[src/rtl/circuit_preimage_search.sv]
// circuit_preimage_search: exhaustive 32-vector preimage search over the 5-in/5-out random-logic function
module circuit_preimage_search #(
  parameter bit FIRST_ONLY = 1'b0
) (
  input  logic       clk,
  input  logic       rst_n,
  input  logic       req_valid,
  output logic       req_ready,
  input  logic [4:0] req_target,
  output logic       rsp_valid,
  input  logic       rsp_ready,
  output logic       rsp_found,
  output logic [4:0] rsp_in,
  output logic [5:0] rsp_count,
  output logic       busy
);
  typedef enum logic [1:0] {IDLE, SEARCH, DONE} state_t;
  state_t state_q, state_d;
  logic [4:0] cand_q, cand_d, target_q, target_d, in_q, in_d, f;
  logic [5:0] count_q, count_d;
  logic found_q, found_d, match;
  // forward function evaluated on the current candidate
  always_comb begin
    f[0] = ~cand_q[0] & ~cand_q[2];
    f[1] = ~cand_q[2] & (~cand_q[1] | ~cand_q[0]);
    f[2] = ~cand_q[0] & ~cand_q[2] & ~cand_q[4];
    f[3] = 1'b1;
    f[4] = cand_q[0] | cand_q[2] | (~cand_q[3] & cand_q[4]);
  end
  assign match = f == target_q;
  // request accept, one candidate per search cycle, response hold until taken
  always_comb begin
    state_d = state_q;
    cand_d = cand_q;
    target_d = target_q;
    in_d = in_q;
    count_d = count_q;
    found_d = found_q;
    case (state_q)
      IDLE: if (req_valid) begin
        target_d = req_target;
        cand_d = 5'd0;
        count_d = 6'd0;
        found_d = 1'b0;
        in_d = 5'd0;
        state_d = SEARCH;
      end
      SEARCH: begin
        count_d = match ? count_q + 6'd1 : count_q;
        found_d = found_q | match;
        in_d = (match && !found_q) ? cand_q : in_q;
        cand_d = cand_q + 5'd1;
        state_d = (cand_q == 5'd31 || (FIRST_ONLY && match)) ? DONE : SEARCH;
      end
      DONE: state_d = rsp_ready ? IDLE : DONE;
      default: state_d = IDLE;
    endcase
  end
  // state and datapath registers, cleared asynchronously
  always_ff @(posedge clk or negedge rst_n) begin
    if (!rst_n) begin
      state_q <= IDLE;
      cand_q <= 5'd0;
      target_q <= 5'd0;
      in_q <= 5'd0;
      count_q <= 6'd0;
      found_q <= 1'b0;
    end else begin
      state_q <= state_d;
      cand_q <= cand_d;
      target_q <= target_d;
      in_q <= in_d;
      count_q <= count_d;
      found_q <= found_d;
    end
  end
  assign req_ready = state_q == IDLE;
  assign rsp_valid = state_q == DONE;
  assign busy = state_q == SEARCH;
  assign rsp_found = found_q;
  assign rsp_in = in_q;
  assign rsp_count = count_q;
endmodule

[config.mk]
export PLATFORM = sky130hd
export DESIGN_NAME = circuit_preimage_search
export DESIGN_NICKNAME = d
export VERILOG_FILES = /design/src/rtl/circuit_preimage_search.sv
export SDC_FILE = /design/constraint.sdc
export NUM_CORES = 1
export LEC_CHECK = 0
export CORE_ASPECT_RATIO = 1.75
export CORE_UTILIZATION = 40
export DETAILED_ROUTE_END_ITERATION = 10
export SYNTH_ARGS = -nofsm -noshare
export SYNTH_HDL_FRONTEND = slang
export SYNTH_SLANG_ARGS = --single-unit
[constraint.sdc]
create_clock -name clk -period 2.95 [get_ports clk]
set_clock_uncertainty 0.15 [all_clocks]
set_input_delay 0.59 -clock clk [delete_from_list [all_inputs] [get_ports clk]]
set_output_delay 0.59 -clock clk [all_outputs]
set_load 0.005 [all_outputs]
==> impl_metrics.json, run 1 <==
{
  "die_h_um": 76.8,
  "routed_wl_um": 2520,
  "drv_slew": 0,
  "synth_area_per_cell_um2": 10.4,
  "cts.repair.resized": 0,
  "crit_path_end_kind": "register",
  "fin_tns_setup_ps": 0,
  "clkSinkCount": 24,
  "fin_crit_sh": 0.891,
  "grt_pass1_wl_um": 4390,
  "clk_latency_ps": 260,
  "dp_hpwl_um": 1940,
  "drive_gt1_frac": 0.0890,
  "syn_inst": 123,
  "cts_buffers": 3,
  "synth_most_common_cell": "dfrtp_1",
  "grt_antenna_before_repair": 0,
  "ys_warn_count": 0,
  "layout.nets": 161,
  "crit_top_cell": "ha_1",
  "synth_flop_cell": "dfrtp_1",
  "finalCriticalPeriod_ps": 2630,
  "grt.total_usage": 0.171,
  "power.density_nw_per_um2": 873,
  "die_w_um": 44.8,
  "cp_slowest_cell": "or4b_1",
  "syn_to_final_growth_pct": 23.8,
  "rsz0062_at_grt": "false",
  "synthDistinctLibCells": 33,
  "via_per_inst": 5.06,
  "netlist_area_um2": 1280,
  "irDropWorstVdd_v": 0.000537,
  "setup-violations-final": 0,
  "hold_buffers": 0,
  "yosysTopAreaCell": "dfrtp_1",
  "htree_levels": 1,
  "rows": 26,
  "synthTopCellsByCount": "24 x dfrtp_1, 20 x nand2_1, 12 x inv_1, 10 x mux2i_1, 7 x nand3_1",
  "cpPeakStageDelay_ps": 680,
  "ios": 24,
  "hold_class": "reg2reg",
  "initial_core_util": 0.428,
  "syn-num-nets": 136,
  "root_buffer": "clkbuf_8",
  "fmax_ghz": 0.381,
  "grt_overflow": 0,
  "route.detailed.drc": 0,
  "dieArea_um2": 3440,
  "place_ws_ps": 337,
  "dr.pass1.iters": 4,
  "worstPathRequired_ps": 2990,
  "arrival_ps": 2670,
  "cts_setup_buffers": 0,
  "cp_max_fo": 10,
  "tightest_slew_ps": 702,
  "port_buffers": 23,
  "ant_nets": 0,
  "clockBufferDepth": 2,
  "start_kind": "register",
  "num_antenna_cells": 0,
  "ys_ff_latch": 24,
  "async_flop_share": 1.00,
  "worst_slack_ps": 322,
  "cap_violations": 0,
  "via_count": 951,
  "grt_max_degree": 25,
  "hold_viol": 0,
  "ys_seq_area_frac": 0.469,
  "place.gp.congestion": 0.789,
  "clk_pin_slew_ps": 80,
  "wl_per_cell_um": 13.4,
  "status": "finished, final reports clean",
  "drt_iter0_drc": 10,
  "synth_edf_count": 0,
  "max_slew_margin": 0.531,
  "synth_area_leaders": "dfrtp_1 47%, mux2i_1 7.8%, nand2_1 5.9%",
  "crit_chain": "ha_1, inv_1, ha_1, xor2_1, or4b_1, a2111oi_4, mux2i_1",
  "coreArea_um2": 2990,
  "cts_tree": "done",
  "grt_pass1_vias": 942,
  "path_delay_family": "simple AND/OR/NAND/NOR gates",
  "yosysTopAreaCellShare": 0.469,
  "p_leak_nw": 0.724,
  "timing.critical_path.buf_inv": 1,
  "worstSetupPathType": "reg2reg"
}
[placed cells by master, fill, tap and decap left out, drive strengths merged]
cell / n
nor2: 1
xnor2: 1
o311ai: 1
a211oi: 2
buf: 2
a2111oi: 1
nor2b: 3
clkbuf: 3
and3b: 1
nand2: 20
nor3: 3
nand3b: 1
clkdlybuf4s50: 23
ha: 4
mux2i: 10
or3: 1
a21oi: 1
a2111o: 1
nand2b: 4
a21o: 1
nand4: 2
o211ai: 2
or4b: 1
dfrtp: 24
a22o: 1
xor2: 1
inv: 12
nand3: 7
o21ai: 5
mux2: 5
a211o: 2
[layer usage]
layer,up-vias,part of all wire,global-route usage
met2,20,0.55,0.300
met1,459,0.41,0.202
met5,-,0,0
li1,467,-,-
met4,0,0.015,0.0636
met3,5,0.023,0.0212
[where the power goes]
part	internal, mW	total [mW]	leakage, nW	switching, mW
sequential	0.453	0.594	0.303	0.142
clock	0.0913	0.190	0.0216	0.0984
combinational	0.305	0.599	0.400	0.294
[worst reg2reg max path, stage by stage, from the launching register on]
cell and delay [ps]:
dfrtp_1 530, ha_1 200, inv_1 50, ha_1 180
xor2_1 160, or4b_1 680, a2111oi_4 390, mux2i_1 220
[final cells by class]
| type | instances | area [um^2] |
|---|---|---|
| clock buffer | 3 | 41.3 |
| fill | 297 | 1410 |
| inverter | 12 | 45.0 |
| multi-input combinational | 82 | 599 |
| sequential | 24 | 601 |
| tap | 42 | 52.6 |
| timing repair buffer | 25 | 245 |
[sequential cells by signal, summed over array words and instances, names as in the netlist]
name / count
target_q: 5
state_q: 2
rsp_in: 5
cand_q: 5
rsp_count: 6
rsp_found: 1
[final timing paths]
path                       slack [ps]   startpoint  depth (start not counted)      endpoint
hold / removal                    370  target_q[3]                          1   target_q[3]
setup reg to reg                  320    cand_q[0]                          7  rsp_count[5]
min in group asynchronous         530        rst_n                          2  rsp_count[3]
max in group asynchronous        1880        rst_n                          2     rsp_in[2]
setup / recovery                  320    cand_q[0]                          7  rsp_count[5]
hold reg to reg                   370  target_q[3]                          1   target_q[3]
[cells by family after synthesis]
group	after synthesis	synth area share
mux	15	0.122
flops	24	0.469
buf+inv	17	0.0626
simple gates	44	0.170
fa+ha+maj	4	0.0391
xor+xnor	2	0.0137
compound gates	17	0.123
[through the flow]
stage               area (um^2)  total power, mW   util  hold WS, ps  cells
finish                     1580             1.38  0.529          368    188
detailed placement         1540             1.21  0.515          356    185
CTS                        1580             1.40  0.529          374    188
global route               1580             1.51  0.529          381    188
floorplan                  1280            0.998      -          144    123
global placement           1540             1.19  0.515          348    185
Note: power is estimated with default switching activity, not from simulation.
==> inputs of run 2 (changes only) <==
==> constraint.sdc (replaced) <==
create_clock -name clk -period 2.6 [get_ports clk]
set_clock_uncertainty 0.15 [all_clocks]
set_input_delay 0.52 -clock clk [delete_from_list [all_inputs] [get_ports clk]]
set_output_delay 0.52 -clock clk [all_outputs]
set_load 0.005 [all_outputs]
==> run 2 against run 1 <==
  * Combinational power grew 22%
  * First-iteration DRC count rose to 2.8 times the previous value
  * Total power grew 17%
  * Sequential share of layout area shrank 0.68 points
  * Setup slack got worse by 160 ps
  * Sequential power is 7.4% higher
  * Critical path type unchanged
  * Wire length down 1.2%
  * Final area rose by 1.8%
==> impl_metrics.json, run 2 (synthesis results as in run 1) <==
{
  "drv_slew": 0,
  "crit_path_end_kind": "register",
  "grt_overflow": 0,
  "r2r_start": "cand_q[1]",
  "largest_reg_flops": 6,
  "via_count": 975,
  "nFillCells": 304,
  "r2r-end": "rsp_count[5]",
  "rrSetupSlack_ps": 160,
  "drt_iter0_drc": 28,
  "cp_max_fo": 6,
  "cp_slowest_cell": "or4b_1",
  "fin_area_um2": 1610,
  "worstPathRequired_ps": 2640,
  "seqCellArea_um2": 601,
  "rsz0062_at_grt": "false",
  "hold_viol": 0,
  "power.density_nw_per_um2": 1010,
  "pwr-share-seq": 0.394,
  "grt_antenna_before_repair": 0,
  "tightest_slew_ps": 700,
  "crit_top_cell": "ha_1",
  "multi_input_area_um2": 599,
  "p_switching_mw": 0.606,
  "busiest_layer": "met2",
  "internal_power_mw": 1.01,
  "cts.repair.resized": 0,
  "setup-violations-final": 0,
  "dieArea_um2": 3440,
  "worstSetupPathType": "reg2reg",
  "coreArea_um2": 2990,
  "met2_usage": 0.306,
  "fin_tns_setup_ps": 0,
  "cap_violations": 0,
  "p_comb_frac": 0.450,
  "via_per_inst": 5.10,
  "die_h_um": 76.8,
  "num_antenna_cells": 0,
  "grt_pass1_wl_um": 4430,
  "startpoint": "cand_q[1]",
  "arrival_ps": 2480,
  "dp_hpwl_um": 1950,
  "place_ws_ps": 171,
  "finalCriticalPeriod_ps": 2440,
  "path_delay_family": "simple AND/OR/NAND/NOR gates",
  "timing.hold.ws_ps": 368,
  "cts_tree": "done",
  "ant_nets": 0,
  "die_w_um": 44.8,
  "max_slew_margin": 0.533,
  "port_buffers": 23,
  "layout_common_cells": "24 x dfrtp_1, 23 x clkdlybuf4s50_1, 20 x nand2_1",
  "crit_chain": "ha_1, inv_1, ha_1, xor2_1, or4b_1, a2111oi_4, mux2i_1",
  "clkSinkCount": 24,
  "ios": 24,
  "reg2reg_depth": 7,
  "routed_wl_um": 2490,
  "cts_buffers": 3,
  "grt.total_usage": 0.172,
  "netSwitchingFraction": 0.374,
  "route.detailed.drc": 0,
  "cts_setup_buffers": 0,
  "use_met1": 0.201,
  "dr.pass1.iters": 4,
  "p_leak_nw": 0.741,
  "initial_core_util": 0.428,
  "worst_slack_ps": 161,
  "hold_depth": 1,
  "start_kind": "register",
  "wl_per_cell_um": 13.1,
  "hold_path.startpoint": "target_q[3]",
  "hold_class": "reg2reg",
  "hold_buffers": 0,
  "cpPeakStageDelay_ps": 680,
  "clk_latency_ps": 260,
  "clkPwrFrac": 0.156,
  "grt_max_degree": 25,
  "timing.critical_path.buf_inv": 1,
  "place.gp.congestion": 0.752,
  "layout_commonest_cell": "dfrtp_1",
  "root_buffer": "clkbuf_8",
  "min_delay_worst_endpoint": "target_q[3]",
  "fin_crit_sh": 0.938,
  "htree_levels": 1,
  "irDropWorstVdd_v": 0.000484,
  "clockBufferDepth": 2,
  "layout.nets": 163,
  "fmax_ghz": 0.410,
  "syn_to_final_growth_pct": 26.0,
  "status": "finished, final reports clean",
  "clk_pin_slew_ps": 80,
  "rows": 26,
  "place_area_um2": 1560,
  "drive_gt1_frac": 0.107,
  "use_met3": 0.0141,
  "grt_pass1_vias": 963
}
## run 2: layout make-up
cell class                      instances  area share
Sequential cell                        24       0.372
Inverter                               12      0.0279
Tap cell                               42      0.0326
Clock buffer                            4      0.0341
Timing Repair Buffer                   27       0.161
Multi-Input combinational cell         82       0.372
## run 2: how the worst max path moves through the flow
stage               slack, ps            to  cells past startpoint
floorplan                 320  rsp_count[5]                      8
CTS                       150  rsp_count[5]                      7
detailed placement        170  rsp_count[5]                      7
finish                    160  rsp_count[5]                      7
global route               60  rsp_count[5]                      7
global placement          230     rsp_in[1]                      7
## run 2: routing by layer
layer / part of all wire / wire length, um / vias to the layer above
met5: 0 / 0 / -
met4: 0.012 / 29 / 0
met3: 0.031 / 77 / 4
met2: 0.56 / 1400 / 25
met1: 0.39 / 985 / 472
li1: - / - / 474
## run 2: power groups by stage
stage	combinational [mW]	sequential, mW	clock [mW]
after CTS	0.747	0.641	0.261
after floorplan	0.510	0.622	0
after detailed placement	0.745	0.649	0
after global routing	0.833	0.664	0.279
after global placement	0.733	0.643	0
final	0.730	0.638	0.253
## run 2: metrics by stage
stage	std cells	utilization	power (mW)
2_1_floorplan	123	-	1.13
3_3_place_gp	187	0.520	1.38
3_5_place_dp	187	0.520	1.39
4_1_cts	191	0.539	1.65
5_1_grt	191	0.539	1.78
6_report	191	0.539	1.62
